===== src/rtl/vga_timing_gen.sv =====
// vga_timing_gen: parametrised VGA raster timing with registered syncs/enable and pixel-clock enable
module vga_timing_gen #(
  parameter int H_ACTIVE = 640,
  parameter int H_FP     = 16,
  parameter int H_SYNC   = 96,
  parameter int H_BP     = 48,
  parameter int V_ACTIVE = 480,
  parameter int V_FP     = 10,
  parameter int V_SYNC   = 2,
  parameter int V_BP     = 33,
  parameter bit H_POL    = 1'b0,
  parameter bit V_POL    = 1'b0,
  parameter int CW       = 10
) (
  input  logic          clk,
  input  logic          rst,
  input  logic          en,
  output logic          hsync,
  output logic          vsync,
  output logic          rgb_en,
  output logic [CW-1:0] column,
  output logic [CW-1:0] row,
  output logic          line_end,
  output logic          frame_end
);
  localparam int H_TOTAL = H_ACTIVE + H_FP + H_SYNC + H_BP;
  localparam int V_TOTAL = V_ACTIVE + V_FP + V_SYNC + V_BP;
  localparam logic [CW-1:0] H_LAST = CW'(H_TOTAL - 1);
  localparam logic [CW-1:0] V_LAST = CW'(V_TOTAL - 1);
  localparam logic [CW-1:0] H_ACT  = CW'(H_ACTIVE);
  localparam logic [CW-1:0] V_ACT  = CW'(V_ACTIVE);
  localparam logic [CW-1:0] H_SS   = CW'(H_ACTIVE + H_FP);
  localparam logic [CW-1:0] H_SE   = CW'(H_ACTIVE + H_FP + H_SYNC);
  localparam logic [CW-1:0] V_SS   = CW'(V_ACTIVE + V_FP);
  localparam logic [CW-1:0] V_SE   = CW'(V_ACTIVE + V_FP + V_SYNC);
  logic [CW-1:0] h_cnt, v_cnt, h_nx, v_nx;
  logic          h_wrap, v_wrap;
  always_comb begin
    h_wrap = h_cnt == H_LAST;
    v_wrap = v_cnt == V_LAST;
    h_nx   = h_wrap ? '0 : h_cnt + 1'b1;
    v_nx   = h_wrap ? (v_wrap ? '0 : v_cnt + 1'b1) : v_cnt;
  end
  // outputs are decoded from next-state counts so they land on the same edge as the counters
  always_ff @(posedge clk or posedge rst)
    if (rst) begin
      h_cnt  <= '0;
      v_cnt  <= '0;
      hsync  <= !H_POL;
      vsync  <= !V_POL;
      rgb_en <= 1'b1;
    end else if (en) begin
      h_cnt  <= h_nx;
      v_cnt  <= v_nx;
      hsync  <= (h_nx >= H_SS && h_nx < H_SE) ? H_POL : !H_POL;
      vsync  <= (v_nx >= V_SS && v_nx < V_SE) ? V_POL : !V_POL;
      rgb_en <= h_nx < H_ACT && v_nx < V_ACT;
    end
  assign column    = h_cnt;
  assign row       = v_cnt;
  assign line_end  = en && h_wrap;
  assign frame_end = en && h_wrap && v_wrap;
endmodule


===== config.mk =====
export PLATFORM = sky130hd
export DESIGN_NAME = vga_timing_gen
export DESIGN_NICKNAME = d
export VERILOG_FILES = /design/src/rtl/vga_timing_gen.sv
export SDC_FILE = /design/constraint.sdc
export NUM_CORES = 1
export LEC_CHECK = 0
export CORE_ASPECT_RATIO = 1.75
export CORE_MARGIN = 2
export CORE_UTILIZATION = 30
export DETAILED_ROUTE_END_ITERATION = 8
export PLACE_DENSITY_LB_ADDON = 0.25
export SETUP_SLACK_MARGIN = 0.2
export SLEW_MARGIN = 20
export SYNTH_ARGS = -nofsm -noshare
export SYNTH_HDL_FRONTEND = slang
export SYNTH_SLANG_ARGS = --single-unit

===== constraint.sdc =====
create_clock -name clk -period 2.7 [get_ports clk]
set_input_delay 0.54 -clock clk [delete_from_list [all_inputs] [get_ports clk]]
set_output_delay 0.54 -clock clk [all_outputs]
set_load 0.02 [all_outputs]

==> out/qor.log <==
[finish] fraction of final layout cells with drive strength greater than 1 18.7%
[floorplanning] Die Span X 57.7 um
[pwr] highest ir drop seen on vdd 0.326 mV
[global_route] initial antenna violation count 0
[pwr] part of the total power dissipated in combinational logic 39.0%
[placed_design] setup slack at placement -24.6 ps
[synth] top cell type by total area after synthesis sky130_fd_sc_hd__dfrtp_1
[critical_path] crit start category flop
[cts] CTS tree yes
[synth] most numerous cell in the Yosys netlist sky130_fd_sc_hd__nand2_1
[finish] net count reported at finish 227
[sta] Hold Violations, Final 0
[synth] syn_area_per_cell 8.64 um^2
[pwr] cell leakage power 0.774 nW
[placed_design] estimated wirelength of the detail-placed design 3.27 mm
[placed_design] count of placed standard cells including taps 269
[status] run status finished clean
[synth] Syn Nets 182
[cts] number of clock sinks 23
[global_route] aggregate global-route resource usage 16.5%
[placed_design] gp weighted congestion 0.813
[synth] cells after synthesis 175
[critical_path] launch point of the worst reg-to-reg path row[0]
[synth] Seq/Total Area, Yosys 38.3%
[pwr] power density normalized to cell area 584 nW/um^2
[synth] area of the mapped netlist 1510 um^2
[min_path] Hold WC Path Type reg -> reg
[global_route] pin count of the biggest net entering global routing 24
[drt] vias post-DR 1451
[sta] unrepaired setup endpoints after global routing false
[sta] final number of setup-violating endpoints 0
[synth] number of distinct library cells after synthesis 42
[synth] ranking of synthesized cells by area sky130_fd_sc_hd__dfrtp_1, sky130_fd_sc_hd__o21ai_0, sky130_fd_sc_hd__dfstp_2
[sta] final clock period utilization by the worst path 87.7%
[synth] most used standard cells in the synthesized netlist sky130_fd_sc_hd__nand2_1, sky130_fd_sc_hd__dfrtp_1, sky130_fd_sc_hd__nor2_1
[sta] post-route clock skew 1.55 ps
[cts] clock insertion delay at the later pin of the skew report 270 ps
[synth] flops & latches, synth 23
[finish] Synth-to-Final Area Change 32.8%
[drt] DRT Wirelength 4.28 mm
[finish] number of fill cells in the layout 492
[global_route] aggregate global routing overflow 0
[synth] ys async rst share 100%
[cts] clock transition at the registers of the reported paths 80 ps
[sta] actual transition at the worst max-transition pin 379 ps
[pwr] Clk network pwr share 18.8%
[min_path] startpoint of the tightest hold check path rgb_en
[finish] final std cells w/o fill 273
[sta] Fmax achieved 422 MHz
[finish] antenna fix cells 0
[synth] portion of synthesized cell area occupied by the leading cell type 33.1%
[floorplanning] number of primary I/O pins 28
[sta] final setup slack of the worst path 333 ps
[sta] number of pins with negative max-slew slack in the final report 0
[synth] Primary FF master, synth sky130_fd_sc_hd__dfrtp_1
[drt] detailed-route wire length per cell 15.7 um
[job] max capacitance violation total 0
[pwr] switching share of power 37.3%
[drt] antenna-violating nets left 0
[synth] Yosys warning count 0
[cts] htree depth 1
[sta] shortest clock period the worst path allows after layout 2370 ps
[critical_path] data required time at the worst endpoint 2160 ps
[floorplanning] Std-Cell Rows 34
[global_route] global-route wire length before repair 7.22 mm
[critical_path] largest fanout of any net on the critical path 2
[critical_path] crit path launch row[0]
[drt] drt via density 5.32
[pwr] P_int 0.000736 W
[floorplanning] effective utilization at floorplan 30.9%
[sta] worst hold-check slack 486 ps
[finish] sequential standard cell area 579 um^2
[cts] CTS Buf Count 3
[drt] iteration-0 DRC count of the detailed router 37
[drt] number of detailed-routing iterations run before antenna repair 4
[drt] post-route DRC violation count 0
[floorplanning] total core area 4890 um^2
[synth] EDFF count, synth 0
[pwr] net switching power of the design 0.000437 W
[critical_path] CP arrival 1830 ps
[pwr] sequential fraction of design power 42.2%
[cts] Max Root-Sink Buffers 2
[critical_path] Worst Path Class, Setup reg -> out
[critical_path] Setup crit end kind primary output
[global_route] via count of the first global-routing pass 1447
[sta] slew margin rel. 74.5%
[floorplanning] Die Area 5640 um^2
[placed_design] port bufs 27
[finish] footprint of the multi-input gates 875 um^2
[cts] CTS Root Buffer Type sky130_fd_sc_hd__clkbuf_8
[floorplanning] floorplan die height 97.9 um
metrics by stage:
step                      area, um^2  utilization, %  total power, W  TNS, ps
after CTS                       2010            41.0         0.00118        0
after floorplan                 1510               -        0.000753        0
after global placement          1960            40.0        0.000954    -54.0
after global routing            2010            41.0         0.00126        0
after detailed placement        1960            40.0        0.000962    -47.0
final                           2010            41.0         0.00117        0
cells in the final DEF, fill, tap and decap left out, types with 2 or more instances in the layout:
cell type and n:
sky130_fd_sc_hd__o22ai_1 2, sky130_fd_sc_hd__mux2_2 2, sky130_fd_sc_hd__or3_4 2, sky130_fd_sc_hd__inv_1 6, sky130_fd_sc_hd__ha_1 4, sky130_fd_sc_hd__nand3b_1 3, sky130_fd_sc_hd__nand3_1 8, sky130_fd_sc_hd__o31ai_1 2
sky130_fd_sc_hd__clkdlybuf4s50_1 25, sky130_fd_sc_hd__o21ai_0 19, sky130_fd_sc_hd__dfrtp_1 20, sky130_fd_sc_hd__nor2_2 2, sky130_fd_sc_hd__or2_2 3, sky130_fd_sc_hd__a31oi_1 3, sky130_fd_sc_hd__nor2_1 18, sky130_fd_sc_hd__o211ai_1 2
sky130_fd_sc_hd__nand4_1 6, sky130_fd_sc_hd__clkbuf_8 3, sky130_fd_sc_hd__xnor2_1 8, sky130_fd_sc_hd__nor4_4 2, sky130_fd_sc_hd__nor3b_1 3, sky130_fd_sc_hd__o32a_1 2, sky130_fd_sc_hd__nand2_1 21, sky130_fd_sc_hd__buf_4 20
sky130_fd_sc_hd__nor3_1 3, sky130_fd_sc_hd__and3_1 3, sky130_fd_sc_hd__a211oi_1 2, sky130_fd_sc_hd__xor2_1 2, sky130_fd_sc_hd__dfstp_2 3, sky130_fd_sc_hd__a21oi_1 4
routing by layer:
layer / track usage [%] / routed length, um / vias to the layer above / part of all wire [%]
met5: 0 / 0 / - / 0
met4: 6.98 / 142 / 0 / 3.3
met3: 1.59 / 148 / 11 / 3.5
met2: 30.5 / 2360 / 35 / 55
met1: 18.5 / 1630 / 688 / 38
li1: - / - / 717 / -
power by group through the flow:
| stage | sequential [W] | clock [W] | combinational [W] |
|---|---|---|---|
| floorplan | 0.000567 | 0 | 0.000186 |
| global placement | 0.000501 | 0 | 0.000453 |
| detailed placement | 0.000503 | 0 | 0.000458 |
| CTS | 0.000497 | 0.000225 | 0.000462 |
| global route | 0.000514 | 0.000240 | 0.000507 |
| finish | 0.000495 | 0.000220 | 0.000457 |
final timing paths:
kind	end	slack (ps)	cells past startpoint
worst max-delay path	frame_end	330	6
worst max register to register	vsync	420	9
min in group asynchronous	column[0]	610	3
max in group asynchronous	rgb_en	1790	3
worst min register to register	rgb_en	490	2
worst min-delay path	rgb_en	490	2
timing repair:
action	in CTS	in global routing
hold endpoints to repair	0	0
endpoints found under the setup margin	2	2
hold buffers	0	0
resized for setup	4	3
buffers inserted	0	0
state kept, by name, indices dropped and copies added, names as in the netlist:
name,count
column,10
row,10
hsync,1
rgb_en,1
vsync,1
logic make-up (layout without fill, tap and decap cells):
| group | after synthesis | after routing | synth area share, % |
|---|---|---|---|
| xor gates and xnor gates | 10 | 10 | 5.80 |
| buffers and inverters | 14 | 58 | 4.47 |
| and+or+nand+nor | 84 | 84 | 31.6 |
| muxes | 2 | 2 | 1.49 |
| adders and majority gates | 4 | 4 | 3.31 |
| DFF | 23 | 23 | 38.3 |
| AOI/OAI and AO/OA | 38 | 38 | 15.0 |
area by class of cell:
class	count	share of cell area, %
repair buffers	47	20.6
inverters	7	1.31
multi-input cells	138	43.6
clock buffers	4	2.24
well taps	54	3.37
flip-flops and latches	23	28.9
critical path, cell delays in order (launching register included):
cell	delay, ps
sky130_fd_sc_hd__dfrtp_1	380
sky130_fd_sc_hd__inv_1	70
sky130_fd_sc_hd__ha_1	180
sky130_fd_sc_hd__or3b_1	400
sky130_fd_sc_hd__nor4_4	170
sky130_fd_sc_hd__and3_1	200
sky130_fd_sc_hd__clkbuf_2	160
(Power assumes the default switching activity.)
